File: src/rtl/dmem_responder_if.sv
// Request/response bus between the CPU load/store unit (master) and dmem_responder (slave).
// Optional byte-enable lane field present when DMEM_BYTE_EN is defined.
interface dmem_responder_if #(
  parameter int DATA_W = 16,
  parameter int ADDR_W = 8
);
  logic              req_valid;
  logic              req_ready;
  logic              req_we;
  logic [ADDR_W-1:0] req_addr;
  logic [DATA_W-1:0] req_wdata;
`ifdef DMEM_BYTE_EN
  logic [DATA_W/8-1:0] req_be;
`endif
  logic              rsp_valid;
  logic              rsp_ready;
  logic [DATA_W-1:0] rsp_rdata;
  logic              rsp_we;

  modport master (
    output req_valid, req_we, req_addr, req_wdata,
`ifdef DMEM_BYTE_EN
    output req_be,
`endif
    output rsp_ready,
    input  req_ready, rsp_valid, rsp_rdata, rsp_we
  );

  modport slave (
    input  req_valid, req_we, req_addr, req_wdata,
`ifdef DMEM_BYTE_EN
    input  req_be,
`endif
    input  rsp_ready,
    output req_ready, rsp_valid, rsp_rdata, rsp_we
  );
endinterface

File: src/rtl/dmem_responder.sv
// Data-memory responder: one outstanding request, WAIT_CYCLES wait states, then a held response.
// Optional per-byte store enables when DMEM_BYTE_EN is defined.
module dmem_responder #(
  parameter int DATA_W      = 16,
  parameter int ADDR_W      = 8,
  parameter int WAIT_CYCLES = 2
) (
  input  logic             clk,
  input  logic             rst,
  dmem_responder_if.slave  bus
);
  localparam int DEPTH = 2 ** ADDR_W;
  localparam int LANES = DATA_W / 8;
  localparam logic [3:0] CNT_INIT = (WAIT_CYCLES > 0) ? 4'(WAIT_CYCLES - 1) : 4'd0;

  typedef enum logic [1:0] {IDLE, WAIT, ACCESS, RESP} state_t;

  state_t              state;
  logic [3:0]          cnt;
  logic                we_q;
  logic [ADDR_W-1:0]   addr_q;
  logic [DATA_W-1:0]   wdata_q;
`ifdef DMEM_BYTE_EN
  logic [LANES-1:0]    be_q;
`endif
  logic                ready_q;
  logic                valid_q;
  logic [DATA_W-1:0]   rdata_q;
  logic                rsp_we_q;
  logic [DATA_W-1:0]   mem [DEPTH];

  // Handshake flags are registered with the state; rst masks them so nothing completes under reset.
  assign bus.req_ready = ready_q & ~rst;
  assign bus.rsp_valid = valid_q & ~rst;
  assign bus.rsp_rdata = rdata_q;
  assign bus.rsp_we    = rsp_we_q;

  always_ff @(posedge clk) begin
    if (rst) begin
      state    <= IDLE;
      cnt      <= '0;
      rdata_q  <= '0;
      rsp_we_q <= 1'b0;
      ready_q  <= 1'b1;
      valid_q  <= 1'b0;
    end else begin
      case (state)
        IDLE: begin
          if (bus.req_valid) begin
            we_q    <= bus.req_we;
            addr_q  <= bus.req_addr;
            wdata_q <= bus.req_wdata;
`ifdef DMEM_BYTE_EN
            be_q    <= bus.req_be;
`endif
            ready_q <= 1'b0;
            if (WAIT_CYCLES == 0) begin
              state <= ACCESS;
            end else begin
              state <= WAIT;
              cnt   <= CNT_INIT;
            end
          end
        end
        WAIT: begin
          if (cnt == '0) state <= ACCESS;
          else           cnt   <= cnt - 4'd1;
        end
        ACCESS: begin
          rdata_q  <= we_q ? '0 : mem[addr_q];
          rsp_we_q <= we_q;
          valid_q  <= 1'b1;
          state    <= RESP;
        end
        RESP: begin
          if (bus.rsp_ready) begin
            valid_q <= 1'b0;
            ready_q <= 1'b1;
            state   <= IDLE;
          end
        end
        default: state <= IDLE;
      endcase
    end
  end

  // Store commits on the ACCESS edge, so any later load already sees it.
  always_ff @(posedge clk) begin
    if (!rst && state == ACCESS && we_q) begin
`ifdef DMEM_BYTE_EN
      for (int unsigned i = 0; i < LANES; i++) begin
        if (be_q[i]) mem[addr_q][i*8 +: 8] <= wdata_q[i*8 +: 8];
      end
`else
      mem[addr_q] <= wdata_q;
`endif
    end
  end
endmodule

File: src/flat_wrapper.sv
// flat-port wrapper written by rule: the top's interface ports become plain ports
module dmem_responder_flat 
#(
  parameter int DATA_W      = 16,
  parameter int ADDR_W      = 8,
  parameter int WAIT_CYCLES = 2
)
  (clk, rst, bus_req_valid, bus_req_we, bus_req_addr, bus_req_wdata, bus_rsp_ready, bus_req_ready, bus_rsp_valid, bus_rsp_rdata, bus_rsp_we);
  dmem_responder_if #(.DATA_W(DATA_W), .ADDR_W(ADDR_W)) bus_i ();
  input  logic clk;
  input  logic rst;
  input wire logic [$bits(bus_i.req_valid)-1:0] bus_req_valid;
  input wire logic [$bits(bus_i.req_we)-1:0] bus_req_we;
  input wire logic [$bits(bus_i.req_addr)-1:0] bus_req_addr;
  input wire logic [$bits(bus_i.req_wdata)-1:0] bus_req_wdata;
  input wire logic [$bits(bus_i.rsp_ready)-1:0] bus_rsp_ready;
  output wire logic [$bits(bus_i.req_ready)-1:0] bus_req_ready;
  output wire logic [$bits(bus_i.rsp_valid)-1:0] bus_rsp_valid;
  output wire logic [$bits(bus_i.rsp_rdata)-1:0] bus_rsp_rdata;
  output wire logic [$bits(bus_i.rsp_we)-1:0] bus_rsp_we;
  assign bus_i.req_valid = bus_req_valid;
  assign bus_i.req_we = bus_req_we;
  assign bus_i.req_addr = bus_req_addr;
  assign bus_i.req_wdata = bus_req_wdata;
  assign bus_i.rsp_ready = bus_rsp_ready;
  assign bus_req_ready = bus_i.req_ready;
  assign bus_rsp_valid = bus_i.rsp_valid;
  assign bus_rsp_rdata = bus_i.rsp_rdata;
  assign bus_rsp_we = bus_i.rsp_we;
  dmem_responder #(.DATA_W(DATA_W), .ADDR_W(ADDR_W), .WAIT_CYCLES(WAIT_CYCLES)) u_core (.clk(clk), .rst(rst), .bus(bus_i));
endmodule
File: config.mk
export PLATFORM = sky130hd
export DESIGN_NAME = dmem_responder_flat
export DESIGN_NICKNAME = d
export VERILOG_FILES = /design/src/rtl/dmem_responder_if.sv /design/src/rtl/dmem_responder.sv /design/src/flat_wrapper.sv
export SDC_FILE = /design/constraint.sdc
export NUM_CORES = 2
export LEC_CHECK = 0
export ABC_AREA = 1
export CELL_PAD_IN_SITES_DETAIL_PLACEMENT = 1
export CELL_PAD_IN_SITES_GLOBAL_PLACEMENT = 1
export CORE_MARGIN = 2
export CORE_UTILIZATION = 25
export DETAILED_ROUTE_END_ITERATION = 10
export PLACE_DENSITY_LB_ADDON = 0.1
export REMOVE_ABC_BUFFERS = 1
export SLEW_MARGIN = 20
export SYNTH_ARGS = -nofsm -noshare
export SYNTH_HDL_FRONTEND = slang
export SYNTH_SLANG_ARGS = --single-unit
File: constraint.sdc
create_clock -name clk -period 4.86 [get_ports clk]
set_input_delay 0.972 -clock clk [delete_from_list [all_inputs] [get_ports clk]]
set_output_delay 0.972 -clock clk [all_outputs]
set_load 0.01 [all_outputs]
==> results.py <==
metrics = {
    "run_status": {
        "status": "finished, final reports clean",
    },
    "clock_tree": {
        "path_clk_slew_ns": 0.06,
        "cts_tree": "built",
        "post_cts_resized": 0,
        "cts_buffers": 520,
        "clkLatencyLatePin_ns": 1.08,
        "hold_buffers": 0,
        "root_buffer": "clkbuf_16",
        "cts.sinks": 4154,
        "post_cts_buffers": 0,
        "htree_levels": 6,
        "clockBufferDepth": 4,
    },
    "synthesis": {
        "synth.most_common_cell": "nand2_1",
        "yosysSeqAreaShare_pct": 74.4,
        "ys_ff_latch": 4154,
        "synth_area_leaders": "edfxtp_1, nand3_1, nand2_1, buf_2, nor2_1",
        "yosysWarnings": 0,
        "synth_edf_count": 4121,
        "yosys.area.top_type": "edfxtp_1",
        "async_flop_share_pct": 0,
        "avgSynthCellArea_um2": 12.2,
        "synth_cells": 13706,
        "synth_common_cells": "nand2_1, edfxtp_1, nand3_1",
        "synth_ff_type": "edfxtp_1",
        "synth_top_area_share_pct": 74.0,
        "ys_types": 25,
        "netlist_area_um2": 167000,
    },
    "critical_path": {
        "worstPathCellList": "buf_12 > buf_12 > nand2_1 > nand3_1 > nand3_1 > nand3_1 > nand3_1 > nand3_1 > nand3_1 > nand3_1 > nand3_1 > a21oi_1",
        "rr_endpoint": "u_core.bus.rsp_rdata[3]$_SDFFE_PP0P_",
        "cp-start-kind": "flop",
        "critPathArrivalTime_ns": 5.14,
        "slowest_stage": "dfxtp_4",
        "cpPeakStageDelay_ns": 0.74,
        "cp_data_required_time_ns": 5.86,
        "crit_top_cell": "nand3_1",
        "reg2reg_depth": 12,
        "path_class": "flop to flop",
        "cp_max_fo": 133,
        "end_kind": "flop",
        "r2r_setup_slack_ns": 0.71,
    },
    "final_layout": {
        "final_layout_size_suffix_gt1_share_pct": 10.4,
        "fillers": 72113,
        "nets": 14041,
        "area_delta_synth_final_pct": 17.6,
        "finalInstanceArea_um2": 197000,
        "utilization_pct": 29.5,
        "instances_no_fill": 23312,
    },
    "placed_design": {
        "dp_hpwl_mm": 371,
        "place_area_um2": 181000,
        "dp_cells": 22391,
        "io_buffer_count": 47,
        "gp_congestion": 0.754,
    },
    "global_route": {
        "grt_util_all_layers_pct": 18.5,
        "grt_pass1_vias": 111663,
        "grt_pass1_wl_mm": 906,
        "grt_start_max_net_pins": 160,
        "antenna_found_initial": 30,
        "grt_overflow": 0,
    },
    "timing": {
        "drv_slew": 0,
        "fmax_ghz": 0.241,
        "worstMarginPinSlew_ns": 1.20,
        "maxSlewHeadroom_pct": 20.2,
        "period_share_pct": 85.3,
        "skew_ns": 0.0462,
        "layout_min_cycle_time_ns": 4.15,
        "grt_setup_unrepaired": "no",
        "finalHoldViolCount": 0,
        "setup_violations": 0,
        "whs_ns": 0.451,
    },
    "pwr": {
        "power_leakage_nw": 67.2,
        "irDropWorstVdd_v": 0.000367,
        "power.density_nw_per_um2": 491,
    },
    "detailed_routing": {
        "drcViolationCount": 0,
        "antenna_left": 0,
        "route.detailed.wl_per_inst_um": 27.7,
        "wirelength_mm": 645,
        "dr.pass1.iters": 5,
        "drtIter0Drc": 7529,
        "num_vias": 108893,
        "vias_per_cell": 4.67,
    },
    "floorplan": {
        "initial_core_util_pct": 25.1,
        "die_h_um": 822,
        "die_width_um": 822,
        "coreArea_um2": 667000,
        "fp.dieArea_um2": 675000,
        "ios": 48,
        "num_rows": 300,
    },
    "flow_run": {
        "drv_cap": 0,
    },
    "min_path": {
        "hp-class": "input pin to flop",
        "hp-start": "rst",
        "holdPathEnd": "u_core.ready_q$_SDFFE_PP1P_",
        "min_path_cells": 3,
    },
}
[worst max-delay path, delay by kind of cell (launching register included)]
family / cells / cell delay (ns)
and+or+nand+nor: 9 / 2.01
DFF: 1 / 0.74
buffers and inverters: 2 / 0.83
AOI/OAI and AO/OA: 1 / 0.15
[cells in the final DEF (no fill, tap or decap), types with 6 or more instances in the layout]
cell type	Yosys	routed
edfxtp_1	4121	4121
clkdlybuf4s50_1	0	46
nand2_4	0	15
ha_1	7	7
diode_2	0	15
clkinv_2	0	53
buf_12	1	137
buf_4	122	532
dfxtp_1	33	26
clkinv_1	1	112
clkbuf_1	153	143
nor2_1	274	133
inv_1	33	30
clkbuf_16	0	543
dfxtp_4	0	6
a21oi_1	18	18
inv_6	0	16
nand3_1	4086	4086
nor2_2	0	140
bufinv_16	0	15
clkbuf_8	0	9
nand2_1	4164	4146
clkinv_8	0	8
o21ai_0	13	13
[area by class of cell]
class | instances | area (um^2) | share of cell area, %
clock buffer | 695 | 14200 | 7.24
tap | 8909 | 11100 | 5.67
clock inverter | 210 | 1500 | 0.765
inverter | 38 | 189 | 0.0960
sequential | 4154 | 124000 | 63.3
multi-input combinational | 8574 | 37900 | 19.3
antenna | 15 | 37.5 | 0.0191
timing repair buffer | 717 | 7230 | 3.68
[through the flow]
stage / setup WS, ns / total power, mW / setup TNS (ns)
floorplan: -133.33 / 50.5 / -2133.26
global placement: 0.718 / 61.1 / 0
detailed placement: 0.688 / 61.1 / 0
CTS: 0.678 / 98.4 / 0
global route: 0.580 / 101 / 0
finish: 0.714 / 96.6 / 0
[power breakdown]
| part | switching [mW] | internal (mW) | leakage, nW |
|---|---|---|---|
| logic | 14.7 | 4.63 | 22.2 |
| clock network | 15.6 | 21.3 | 7.68 |
| registers | 0.361 | 40.1 | 37.3 |
[flip-flops by register name, indices dropped and copies added (netlist names), named ones only]
signal / count
u_core.valid_q: 1
u_core.bus.rsp_rdata: 16
u_core.cnt: 4
u_core.state: 2
u_core.bus.rsp_we: 1
u_core.mem: 4096
u_core.addr_q: 8
u_core.we_q: 1
u_core.ready_q: 1
u_core.wdata_q: 16
[routing by layer]
layer / wire (um) / vias to the layer above / track usage, %
met4: 15000 / 0 / 4.14
met5: 0 / - / 0
li1: - / 49716 / -
met2: 309000 / 1757 / 31.3
met1: 299000 / 56734 / 25.8
met3: 21300 / 686 / 1.80
[how the worst max path moves through the flow]
stage          from                                     to  slack, ns  depth (start not counted)
4_1_cts        flop  u_core.bus.rsp_rdata[11]$_SDFFE_PP0P_       0.68                         13
2_1_floorplan  flop  u_core.bus.rsp_rdata[11]$_SDFFE_PP0P_    -133.33                         11
3_5_place_dp   flop  u_core.bus.rsp_rdata[11]$_SDFFE_PP0P_       0.69                         13
3_3_place_gp    rst           u_core.mem[140][1]$_DFFE_PP_       0.72                          8
5_1_grt        flop   u_core.bus.rsp_rdata[4]$_SDFFE_PP0P_       0.58                         13
6_report       flop   u_core.bus.rsp_rdata[3]$_SDFFE_PP0P_       0.71                         12
[cell families (layout without fill, tap and decap cells)]
group / after synthesis / in the layout / share of synthesized area, %
compound gates: 36 / 36 / 0.114
fa+ha+maj: 7 / 7 / 0.0524
buf+inv: 978 / 1660 / 3.23
flops: 4154 / 4154 / 74.4
other cells: 0 / 15 / 0
simple gates: 8531 / 8531 / 22.2
No activity file was read; power rests on OpenSTA's default activity.
